**src/rtl/axi_read_arbiter_pkg.sv**
```systemverilog
// Shared types for the AXI read-address arbiter.
// AR payload layout, requester tags and arbiter states.
package axi_pkg;

  localparam int ID_WIDTH   = 13;
  localparam int ADDR_WIDTH = 64;
  localparam int ID_TAG_BIT = 0;

  typedef struct packed {
    logic [ID_WIDTH-1:0]   id;
    logic [ADDR_WIDTH-1:0] addr;
    logic [7:0]            len;
    logic [2:0]            size;
    logic [1:0]            burst;
    logic                  lock;
    logic [3:0]            cache;
    logic [2:0]            prot;
  } ar_req_t;

  typedef enum logic {
    REQ_ICACHE = 1'b0,
    REQ_DCACHE = 1'b1
  } req_e;

  typedef enum logic {
    IDLE = 1'b0,
    HOLD = 1'b1
  } arb_state_e;

endpackage

```
**src/rtl/axi_read_arbiter_if.sv**
```systemverilog
// AR channel plus R handshake/routing signals for one AXI read port.
// The requester drives master; the arbiter's cache side uses slave.
interface axi_read_arbiter_if;
  import axi_pkg::*;

  logic                arvalid;
  logic                arready;
  ar_req_t             ar;
  logic [ID_WIDTH-1:0] rid;
  logic                rvalid;
  logic                rlast;
  logic                rready;

  modport master (
    output arvalid, ar, rready,
    input  arready, rid, rvalid, rlast
  );

  modport slave (
    input  arvalid, ar, rready,
    output arready, rid, rvalid, rlast
  );

endinterface

```
**src/rtl/axi_read_arbiter_counter.sv**
```systemverilog
// In-flight burst counter for one requester.
// Simultaneous inc/dec cancel; dec at zero flags underflow.
module outstanding_counter #(
  parameter  int MAX = 4,
  localparam int CW  = $clog2(MAX + 1)
) (
  input  logic          clk,
  input  logic          reset,
  input  logic          inc,
  input  logic          dec,
  output logic [CW-1:0] count,
  output logic          full,
  output logic          underflow
);

  logic [CW-1:0] cnt_q, cnt_d;

  always_comb begin
    cnt_d     = cnt_q;
    underflow = 1'b0;
    unique case (1'b1)
      inc & ~dec: cnt_d = cnt_q + CW'(1);
      dec & ~inc: begin
        if (cnt_q == '0) underflow = 1'b1;
        else             cnt_d     = cnt_q - CW'(1);
      end
      default: ;
    endcase
  end

  always_ff @(posedge clk or posedge reset) begin
    if (reset) cnt_q <= '0;
    else       cnt_q <= cnt_d;
  end

  assign count = cnt_q;
  assign full  = (cnt_q == CW'(MAX));

endmodule

```
**src/rtl/axi_read_arbiter.sv**
```systemverilog
// Round-robin sharing of one AXI AR channel between icache and dcache,
// with a held AR payload and R routing by ID tag bit.
module axi_read_arbiter
  import axi_pkg::*;
#(
  parameter  int MAX_OUTSTANDING = 4,
  localparam int CNT_W = $clog2(MAX_OUTSTANDING + 1)
) (
  input  logic               clk,
  input  logic               reset,
  axi_read_arbiter_if.slave  ic,
  axi_read_arbiter_if.slave  dc,
  axi_read_arbiter_if.master m,
  output logic [CNT_W-1:0]   ic_outstanding,
  output logic [CNT_W-1:0]   dc_outstanding,
  output logic               err_unexp_r
);

  arb_state_e state_q, state_d;
  ar_req_t    ar_q, ar_d;
  req_e       last_q, last_d;
  logic       err_q, err_d;

  logic ic_full, dc_full;
  logic ic_uf, dc_uf;
  logic ic_elig, dc_elig;
  logic pick_dc, grant, accept;
  logic ic_inc, dc_inc;
  logic ic_dec, dc_dec;
  logic r_dc, r_fire;

  always_comb begin
    ic_elig = ic.arvalid & ~ic_full;
    dc_elig = dc.arvalid & ~dc_full;
    // dcache wins only if alone or if icache had the last grant
    pick_dc = dc_elig & (~ic_elig | (last_q == REQ_ICACHE));
    grant   = (state_q == IDLE) & (ic_elig | dc_elig);
    accept  = (state_q == HOLD) & m.arready;

    state_d = state_q;
    ar_d    = ar_q;
    last_d  = last_q;
    unique case (1'b1)
      grant: begin
        state_d = HOLD;
        last_d  = req_e'(pick_dc);
        ar_d    = pick_dc ? dc.ar : ic.ar;
        ar_d.id[ID_TAG_BIT] = pick_dc;
      end
      accept:  state_d = IDLE;
      default: ;
    endcase
  end

  always_ff @(posedge clk or posedge reset) begin
    if (reset) begin
      state_q <= IDLE;
      ar_q    <= '0;
      last_q  <= REQ_DCACHE;
      err_q   <= 1'b0;
    end else begin
      state_q <= state_d;
      ar_q    <= ar_d;
      last_q  <= last_d;
      err_q   <= err_d;
    end
  end

  assign ic.arready = grant & ~pick_dc;
  assign dc.arready = grant & pick_dc;
  assign m.arvalid  = (state_q == HOLD);
  assign m.ar       = ar_q;

  assign r_dc       = m.rid[ID_TAG_BIT];
  assign m.rready   = r_dc ? dc.rready : ic.rready;
  assign ic.rvalid  = m.rvalid & ~r_dc;
  assign dc.rvalid  = m.rvalid & r_dc;
  assign ic.rid     = m.rid;
  assign dc.rid     = m.rid;
  assign ic.rlast   = m.rlast;
  assign dc.rlast   = m.rlast;

  assign r_fire = m.rvalid & m.rready & m.rlast;
  assign ic_dec = r_fire & ~r_dc;
  assign dc_dec = r_fire & r_dc;
  assign ic_inc = accept & (last_q == REQ_ICACHE);
  assign dc_inc = accept & (last_q == REQ_DCACHE);

  assign err_d       = err_q | ic_uf | dc_uf;
  assign err_unexp_r = err_q;

  outstanding_counter #(.MAX(MAX_OUTSTANDING)) u_ic_cnt (
    .clk       (clk),
    .reset     (reset),
    .inc       (ic_inc),
    .dec       (ic_dec),
    .count     (ic_outstanding),
    .full      (ic_full),
    .underflow (ic_uf)
  );

  outstanding_counter #(.MAX(MAX_OUTSTANDING)) u_dc_cnt (
    .clk       (clk),
    .reset     (reset),
    .inc       (dc_inc),
    .dec       (dc_dec),
    .count     (dc_outstanding),
    .full      (dc_full),
    .underflow (dc_uf)
  );

endmodule
```
**src/flat_wrapper.sv**
```systemverilog
// flat-port wrapper written by rule: the top's interface ports become plain ports
module axi_read_arbiter_flat import axi_pkg::*;
#(
  parameter  int MAX_OUTSTANDING = 4,
  localparam int CNT_W = $clog2(MAX_OUTSTANDING + 1)
)
  (clk, reset, ic_outstanding, dc_outstanding, err_unexp_r, ic_arvalid, ic_ar, ic_rready, ic_arready, ic_rid, ic_rvalid, ic_rlast, dc_arvalid, dc_ar, dc_rready, dc_arready, dc_rid, dc_rvalid, dc_rlast, m_arvalid, m_ar, m_rready, m_arready, m_rid, m_rvalid, m_rlast);
  axi_read_arbiter_if ic_i ();
  axi_read_arbiter_if dc_i ();
  axi_read_arbiter_if m_i ();
  input  logic clk;
  input  logic reset;
  output logic [CNT_W-1:0] ic_outstanding;
  output logic [CNT_W-1:0] dc_outstanding;
  output logic err_unexp_r;
  input wire logic [$bits(ic_i.arvalid)-1:0] ic_arvalid;
  input wire logic [$bits(ic_i.ar)-1:0] ic_ar;
  input wire logic [$bits(ic_i.rready)-1:0] ic_rready;
  output wire logic [$bits(ic_i.arready)-1:0] ic_arready;
  output wire logic [$bits(ic_i.rid)-1:0] ic_rid;
  output wire logic [$bits(ic_i.rvalid)-1:0] ic_rvalid;
  output wire logic [$bits(ic_i.rlast)-1:0] ic_rlast;
  input wire logic [$bits(dc_i.arvalid)-1:0] dc_arvalid;
  input wire logic [$bits(dc_i.ar)-1:0] dc_ar;
  input wire logic [$bits(dc_i.rready)-1:0] dc_rready;
  output wire logic [$bits(dc_i.arready)-1:0] dc_arready;
  output wire logic [$bits(dc_i.rid)-1:0] dc_rid;
  output wire logic [$bits(dc_i.rvalid)-1:0] dc_rvalid;
  output wire logic [$bits(dc_i.rlast)-1:0] dc_rlast;
  output wire logic [$bits(m_i.arvalid)-1:0] m_arvalid;
  output wire logic [$bits(m_i.ar)-1:0] m_ar;
  output wire logic [$bits(m_i.rready)-1:0] m_rready;
  input wire logic [$bits(m_i.arready)-1:0] m_arready;
  input wire logic [$bits(m_i.rid)-1:0] m_rid;
  input wire logic [$bits(m_i.rvalid)-1:0] m_rvalid;
  input wire logic [$bits(m_i.rlast)-1:0] m_rlast;
  assign ic_i.arvalid = ic_arvalid;
  assign ic_i.ar = ic_ar;
  assign ic_i.rready = ic_rready;
  assign ic_arready = ic_i.arready;
  assign ic_rid = ic_i.rid;
  assign ic_rvalid = ic_i.rvalid;
  assign ic_rlast = ic_i.rlast;
  assign dc_i.arvalid = dc_arvalid;
  assign dc_i.ar = dc_ar;
  assign dc_i.rready = dc_rready;
  assign dc_arready = dc_i.arready;
  assign dc_rid = dc_i.rid;
  assign dc_rvalid = dc_i.rvalid;
  assign dc_rlast = dc_i.rlast;
  assign m_arvalid = m_i.arvalid;
  assign m_ar = m_i.ar;
  assign m_rready = m_i.rready;
  assign m_i.arready = m_arready;
  assign m_i.rid = m_rid;
  assign m_i.rvalid = m_rvalid;
  assign m_i.rlast = m_rlast;
  axi_read_arbiter #(.MAX_OUTSTANDING(MAX_OUTSTANDING)) u_core (.clk(clk), .reset(reset), .ic(ic_i), .dc(dc_i), .m(m_i), .ic_outstanding(ic_outstanding), .dc_outstanding(dc_outstanding), .err_unexp_r(err_unexp_r));
endmodule
```
**config.mk**
```make
export PLATFORM = sky130hd
export DESIGN_NAME = axi_read_arbiter_flat
export DESIGN_NICKNAME = d
export VERILOG_FILES = /design/src/rtl/axi_read_arbiter_pkg.sv /design/src/rtl/axi_read_arbiter_if.sv /design/src/rtl/axi_read_arbiter_counter.sv /design/src/rtl/axi_read_arbiter.sv /design/src/flat_wrapper.sv
export SDC_FILE = /design/constraint.sdc
export NUM_CORES = 1
export LEC_CHECK = 0
export ABC_AREA = 0
export ABC_CLOCK_PERIOD_IN_PS = 8550
export CAP_MARGIN = 15
export CORE_AREA = 2 2 140 142
export CTS_BUF_LIST = sky130_fd_sc_hd__clkbuf_8
export CTS_CLUSTER_DIAMETER = 120
export CTS_CLUSTER_SIZE = 25
export DETAILED_ROUTE_END_ITERATION = 8
export DIE_AREA = 0 0 142 144
export GPL_TIMING_DRIVEN = 0
export MAX_ROUTING_LAYER = met4
export SYNTH_ARGS = -nofsm -noshare
export SYNTH_HDL_FRONTEND = slang
export SYNTH_SLANG_ARGS = --single-unit
```
**constraint.sdc**
```tcl
create_clock -name clk -period 8.55 [get_ports clk]
set_input_delay 1.71 -clock clk [delete_from_list [all_inputs] [get_ports clk]]
set_output_delay 1.71 -clock clk [all_outputs]
set_load 0.005 [all_outputs]
```
Yosys cells after proc, flatten, opt, wreduce, memory -nomap -nowiden
Cells that the tools add are included.
{ "word_totals": {"latch_bits": 0, "mem_bits_rw": 0, "inputBits": 218, "memories": 0, "rom_bits": 0, "register_bits": 107, "output_inout_bits": 139} }
{ "op_classes": {"n_div": 0, "n_shift": 0, "order_cmp": 0, "n_addsub": 4, "n_eq_ne": 4, "multipliers": 0, "n_mux": 11, "n_reduce_logical": 7, "n_bitwise": 34} }
{ "ops": {"columns": ["op", "n"], "rows": [
  ["two-way mux 98 bit", 1],
  ["bitwise AND 1 bit", 19],
  ["one-hot mux 3 bit (2 select lines)", 2],
  ["NOT 1 bit", 11],
  ["adder 3 x 1 -> 3 bit (second input constant)", 2],
  ["== test 3 bit (second input constant)", 2],
  ["logical NOT 3 bit", 2],
  ["two-way mux 3 bit", 2],
  ["nonzero test 2 bit", 3],
  ["subtractor 3 x 1 -> 3 bit (second input constant)", 2],
  ["two-way mux 1 bit", 5],
  ["inequality test 2 bit (second input constant)", 2],
  ["bitwise OR 1 bit", 4],
  ["AND reduction 2 bit", 2],
  ["one-hot mux 1 bit (2 select lines)", 1]
]} }

Depth between registers and ports, before layout
{ "logic_depth": {"depth_word": 8, "depth_mapped": 8, "depth_no_buf": 8} }

Cells and area by module
A second synthesis with hierarchy kept.
{ "unflattened": {"cells_unflattened": 451, "area_unflattened_um2": 5416.4} }
{ "modules_own_cells": {"columns": ["mod", "cells_per_inst", "area_per_inst_um2", "instances"], "rows": [
  ["axi_read_arbiter", 401, 4948.5, 1],
  ["outstanding_counter", 25, 234.0, 2]
]} }

Worst setup path after synthesis
Ideal clock, no wire load.
{ "synth_path": {"kind": "input port to output port", "from": "in ic_arvalid", "to": "out ic_arready", "required_time_ns": 6.840, "cell_stages": 5, "arrival_ns": 2.562, "slack_ns": 4.278, "n_path_buf": 2, "path_cell_list": "nand2b_1 nor2_2 clkbuf_1 clkbuf_1 and2_1"} }
{ "synth_via": {"elab_chain_len": 6} }
{ "synth_rtl": {"columns": ["element", "line", "text"], "rows": [
  ["start: declaration", "flat_wrapper.sv:16", "input wire logic [$bits(ic_i.arvalid)-1:0] ic_arvalid;"],
  ["bitwise AND 1 bit (*)", "axi_read_arbiter.sv:33", "ic_elig = ic.arvalid & ~ic_full;"],
  ["NOT 1 bit", "axi_read_arbiter.sv:36", "pick_dc = dc_elig & (~ic_elig | (last_q == REQ_ICACHE));"],
  ["bitwise OR 1 bit", "axi_read_arbiter.sv:36", null],
  ["bitwise AND 1 bit", "axi_read_arbiter.sv:36", null],
  ["NOT 1 bit", "axi_read_arbiter.sv:69", "assign ic.arready = grant & ~pick_dc;"],
  ["bitwise AND 1 bit (*)", "axi_read_arbiter.sv:69", null],
  ["end: declaration", "flat_wrapper.sv:19", "output wire logic [$bits(ic_i.arready)-1:0] ic_arready;"]
]} }
Mark *: on every way between the ends. The rest lies on a longest branch, timed or not.

Worst setup path after layout
Same ends and word-level chain as after synthesis.

==> impl_metrics.py <==
metrics = {
    "global_route": {
        "grt_max_degree": 56,
        "grt_pass1_vias": 5467,
        "grtUsageTotal": 0.1938,
        "grt_antenna_before_repair": 0,
        "overflow": 0,
        "grt_pass1_wl_mm": 29.86,
    },
    "drt": {
        "via_per_inst": 5.087,
        "wl_met1_mm": 8.026,
        "wl_mm": 20.19,
        "wl_per_cell_um": 19.60,
        "first_iter_violations": 262,
        "drc": 0,
        "wl_met2_mm": 10.10,
        "num_vias": 5240,
        "postRouteAntennaNets": 0,
        "met3_length_mm": 1.632,
        "first_pass_iters": 4,
        "topRoutingLayerUsed": "met4",
    },
    "cts": {
        "cts_buffers": 9,
        "cts_tree": "yes",
        "cts_resized": 0,
        "clock_latency_ns": 0.38,
        "path_clk_slew_ns": 0.10,
        "post_cts_buffers": 0,
        "cts_hold_buf": 0,
        "clock_sinks": 107,
        "clock_tree.root_cell": "clkbuf_8",
        "h-tree-depth": 3,
        "clockBufferDepth": 2,
    },
    "setup_path": {
        "timing.critical_path.from": "ic_arvalid",
        "max_stage_delay_ns": 0.51,
        "reg2reg_from": "u_core.m.arvalid",
        "rr_worst_depth": 6,
        "endpoint_kind": "output port",
        "slowest_stage": "clkdlybuf4s50_1",
        "reg2reg_slack_ns": 6.35,
        "cp.arrival_ns": 4.15,
        "path_class": "in2out",
        "worstReg2RegEnd": "u_core.m.ar[7]",
        "critPathRequiredTime_ns": 6.84,
        "crit_fanout": 10,
        "crit_path_start_kind": "input port",
        "worstPathCellList": "clkdlybuf4s50_1, nand2b_1, nor2_2, clkbuf_1, clkbuf_1, and2_1, clkdlybuf4s50_1",
    },
    "synth": {
        "synth_area_sq_um": 5069,
        "synth_top_area_share": 0.5233,
        "synthArstFlopShare": 1.000,
        "synth_common_cells": "106 x dfrtp_1, 98 x and3_1, 97 x a221o_1",
        "synth.avg_cell_area_sq_um": 11.71,
        "synth_most_common_cell": "dfrtp_1",
        "synth-main-ff-cell": "dfrtp_1",
        "synth_nets": 653,
        "synth_cell_types": 41,
        "syn_inst": 433,
        "synth_area_leader_cell": "dfrtp_1",
        "synth_edf_count": 0,
        "ys_warn_count": 0,
        "synth.area.top_cells": "dfrtp_1 52%, a221o_1 19%, and3_1 12%, buf_4 4.1%, buf_2 2.3%",
        "ys_seq_area_frac": 0.5285,
        "yosys_register_bits": 107,
    },
    "layout": {
        "multi_input_area_sq_um": 1947,
        "fillers": 1765,
        "fin_nets": 1007,
        "areaGrowthSynthToFinish_pct": 77.86,
        "antenna_cells": 0,
        "design_area_sq_um": 9015,
        "utilization": 0.4725,
        "drive_gt1_frac": 0.09722,
        "ff_latch_area_sq_um": 2679,
    },
    "sta": {
        "hold_ws_ns": 0.4950,
        "fin_crit_ns": 5.857,
        "relSlewSlack": 0.5228,
        "slew_viol_final": 0,
        "tightestPinTransition_ns": 0.7158,
        "setup_tns_ns": 0,
        "setup_viol": 0,
        "hold_viol_final": 0,
        "finClkSkew_ns": 0.01522,
        "min_period_over_period": 0.6850,
        "max_freq_ghz": 0.1707,
        "grt_setup_unrepaired": "no",
    },
    "power": {
        "pwr-share-clk": 0.127,
        "leakagePower_uw": 0.004099,
        "pwr-share-seq": 0.371,
        "switching_share": 0.3244,
        "power_density_nw_per_um2": 275.7,
        "netSwitchingPower_uw": 806.4,
        "vdd_drop_max_v": 0.0001070,
        "power.total_uw": 2486,
        "p_int_uw": 1679,
        "comb_power_share": 0.502,
    },
    "placed_design": {
        "dp_hpwl_mm": 15.58,
        "dpl_cell_area_sq_um": 8820,
        "gp_congestion": 0.8219,
        "portBuffers": 342,
    },
    "die": {
        "ios": 357,
        "fp.dieH_um": 144,
        "core_area_sq_um": 19080,
        "start_util": 0.2657,
        "placementRows": 51,
        "dieWidth_um": 142,
        "dieArea_sq_um": 20450,
    },
    "hold_path": {
        "hp-class": "reg2reg",
        "hp-start": "u_core.m.ar[85]",
        "min_to": "u_core.m.ar[85]",
        "holdPathStages": 1,
    },
    "run_status": {
        "status": "complete, no violations",
    },
    "flow_run": {
        "maxCapViolCount": 0,
    },
}
[worst max-delay path by stage]
| stage | cells after the start | end | slack, ns |
|---|---|---|---|
| 6_report | 7 | ic_arready | 2.69 |
| 5_1_grt | 7 | ic_arready | 2.51 |
| 4_1_cts | 7 | ic_arready | 2.64 |
| 3_5_place_dp | 7 | ic_arready | 2.66 |
| 3_3_place_gp | 2 | u_core.m.ar[12] | 2.30 |
| 2_1_floorplan | 1 | u_core.err_unexp_r | 4.02 |
[kinds of logic (layout without fill, tap and decap cells)]
| kind of cell | after synthesis | after routing | synth area share |
|---|---|---|---|
| simple gates | 124 | 124 | 0.1521 |
| compound gates | 119 | 119 | 0.2214 |
| flops | 107 | 107 | 0.5285 |
| buf+inv | 78 | 437 | 0.08738 |
| fa+ha+maj | 2 | 2 | 0.004936 |
| xor+xnor | 2 | 2 | 0.003457 |
| mux | 1 | 1 | 0.002222 |
[critical path, delay by kind of cell]
kind          cells  cell delay (ns)
simple gates      3             0.78
buf+inv           4             1.65
[registers in the layout, indices dropped and copies added (netlist names)]
name,count
u_core.m.ar,98
u_core.m.arvalid,1
u_core.last_q,1
u_core.u_dc_cnt.count,3
u_core.u_ic_cnt.count,3
u_core.err_unexp_r,1
[final cells by class]
class / instances / share of cell area
Sequential cell: 107 / 0.2972
Timing Repair Buffer: 343 / 0.3828
Buffer: 72 / 0.04663
Clock buffer: 9 / 0.01374
Multi-Input combinational cell: 248 / 0.2160
Clock inverter: 7 / 0.007911
Tap cell: 238 / 0.03303
Inverter: 6 / 0.002776
[power by group through the flow]
stage	sequential (uW)	clock, uW	combinational [uW]
5_1_grt	953	350	1340
3_3_place_gp	918	0	1250
3_5_place_dp	924	0	1260
6_report	923	316	1250
4_1_cts	922	330	1260
2_1_floorplan	922	0	459
[through the flow]
step / setup slack, ns / std cells
6_report: 2.693 / 1030
5_1_grt: 2.512 / 1030
4_1_cts: 2.640 / 1030
3_5_place_dp: 2.661 / 1014
3_3_place_gp: 2.300 / 1013
2_1_floorplan: 4.024 / 433
[placed cells by master (no fill, tap or decap), types with 5 or more instances in the layout]
master	netlist	final
a21oi_1	5	5
buf_2	23	23
clkbuf_8	0	9
buf_4	28	28
inv_1	6	7
clkdlybuf4s50_1	0	342
clkbuf_1	18	18
and3_1	98	98
a221o_1	97	97
dfrtp_1	106	106
nand2_1	5	5
[metal layers]
layer / vias up / GRT usage
li1: 2392 / -
met5: - / -
met4: 0 / 0.06316
met3: 24 / 0.05331
met2: 257 / 0.3369
met1: 2567 / 0.2167
Power figures use the tool's default switching activity.
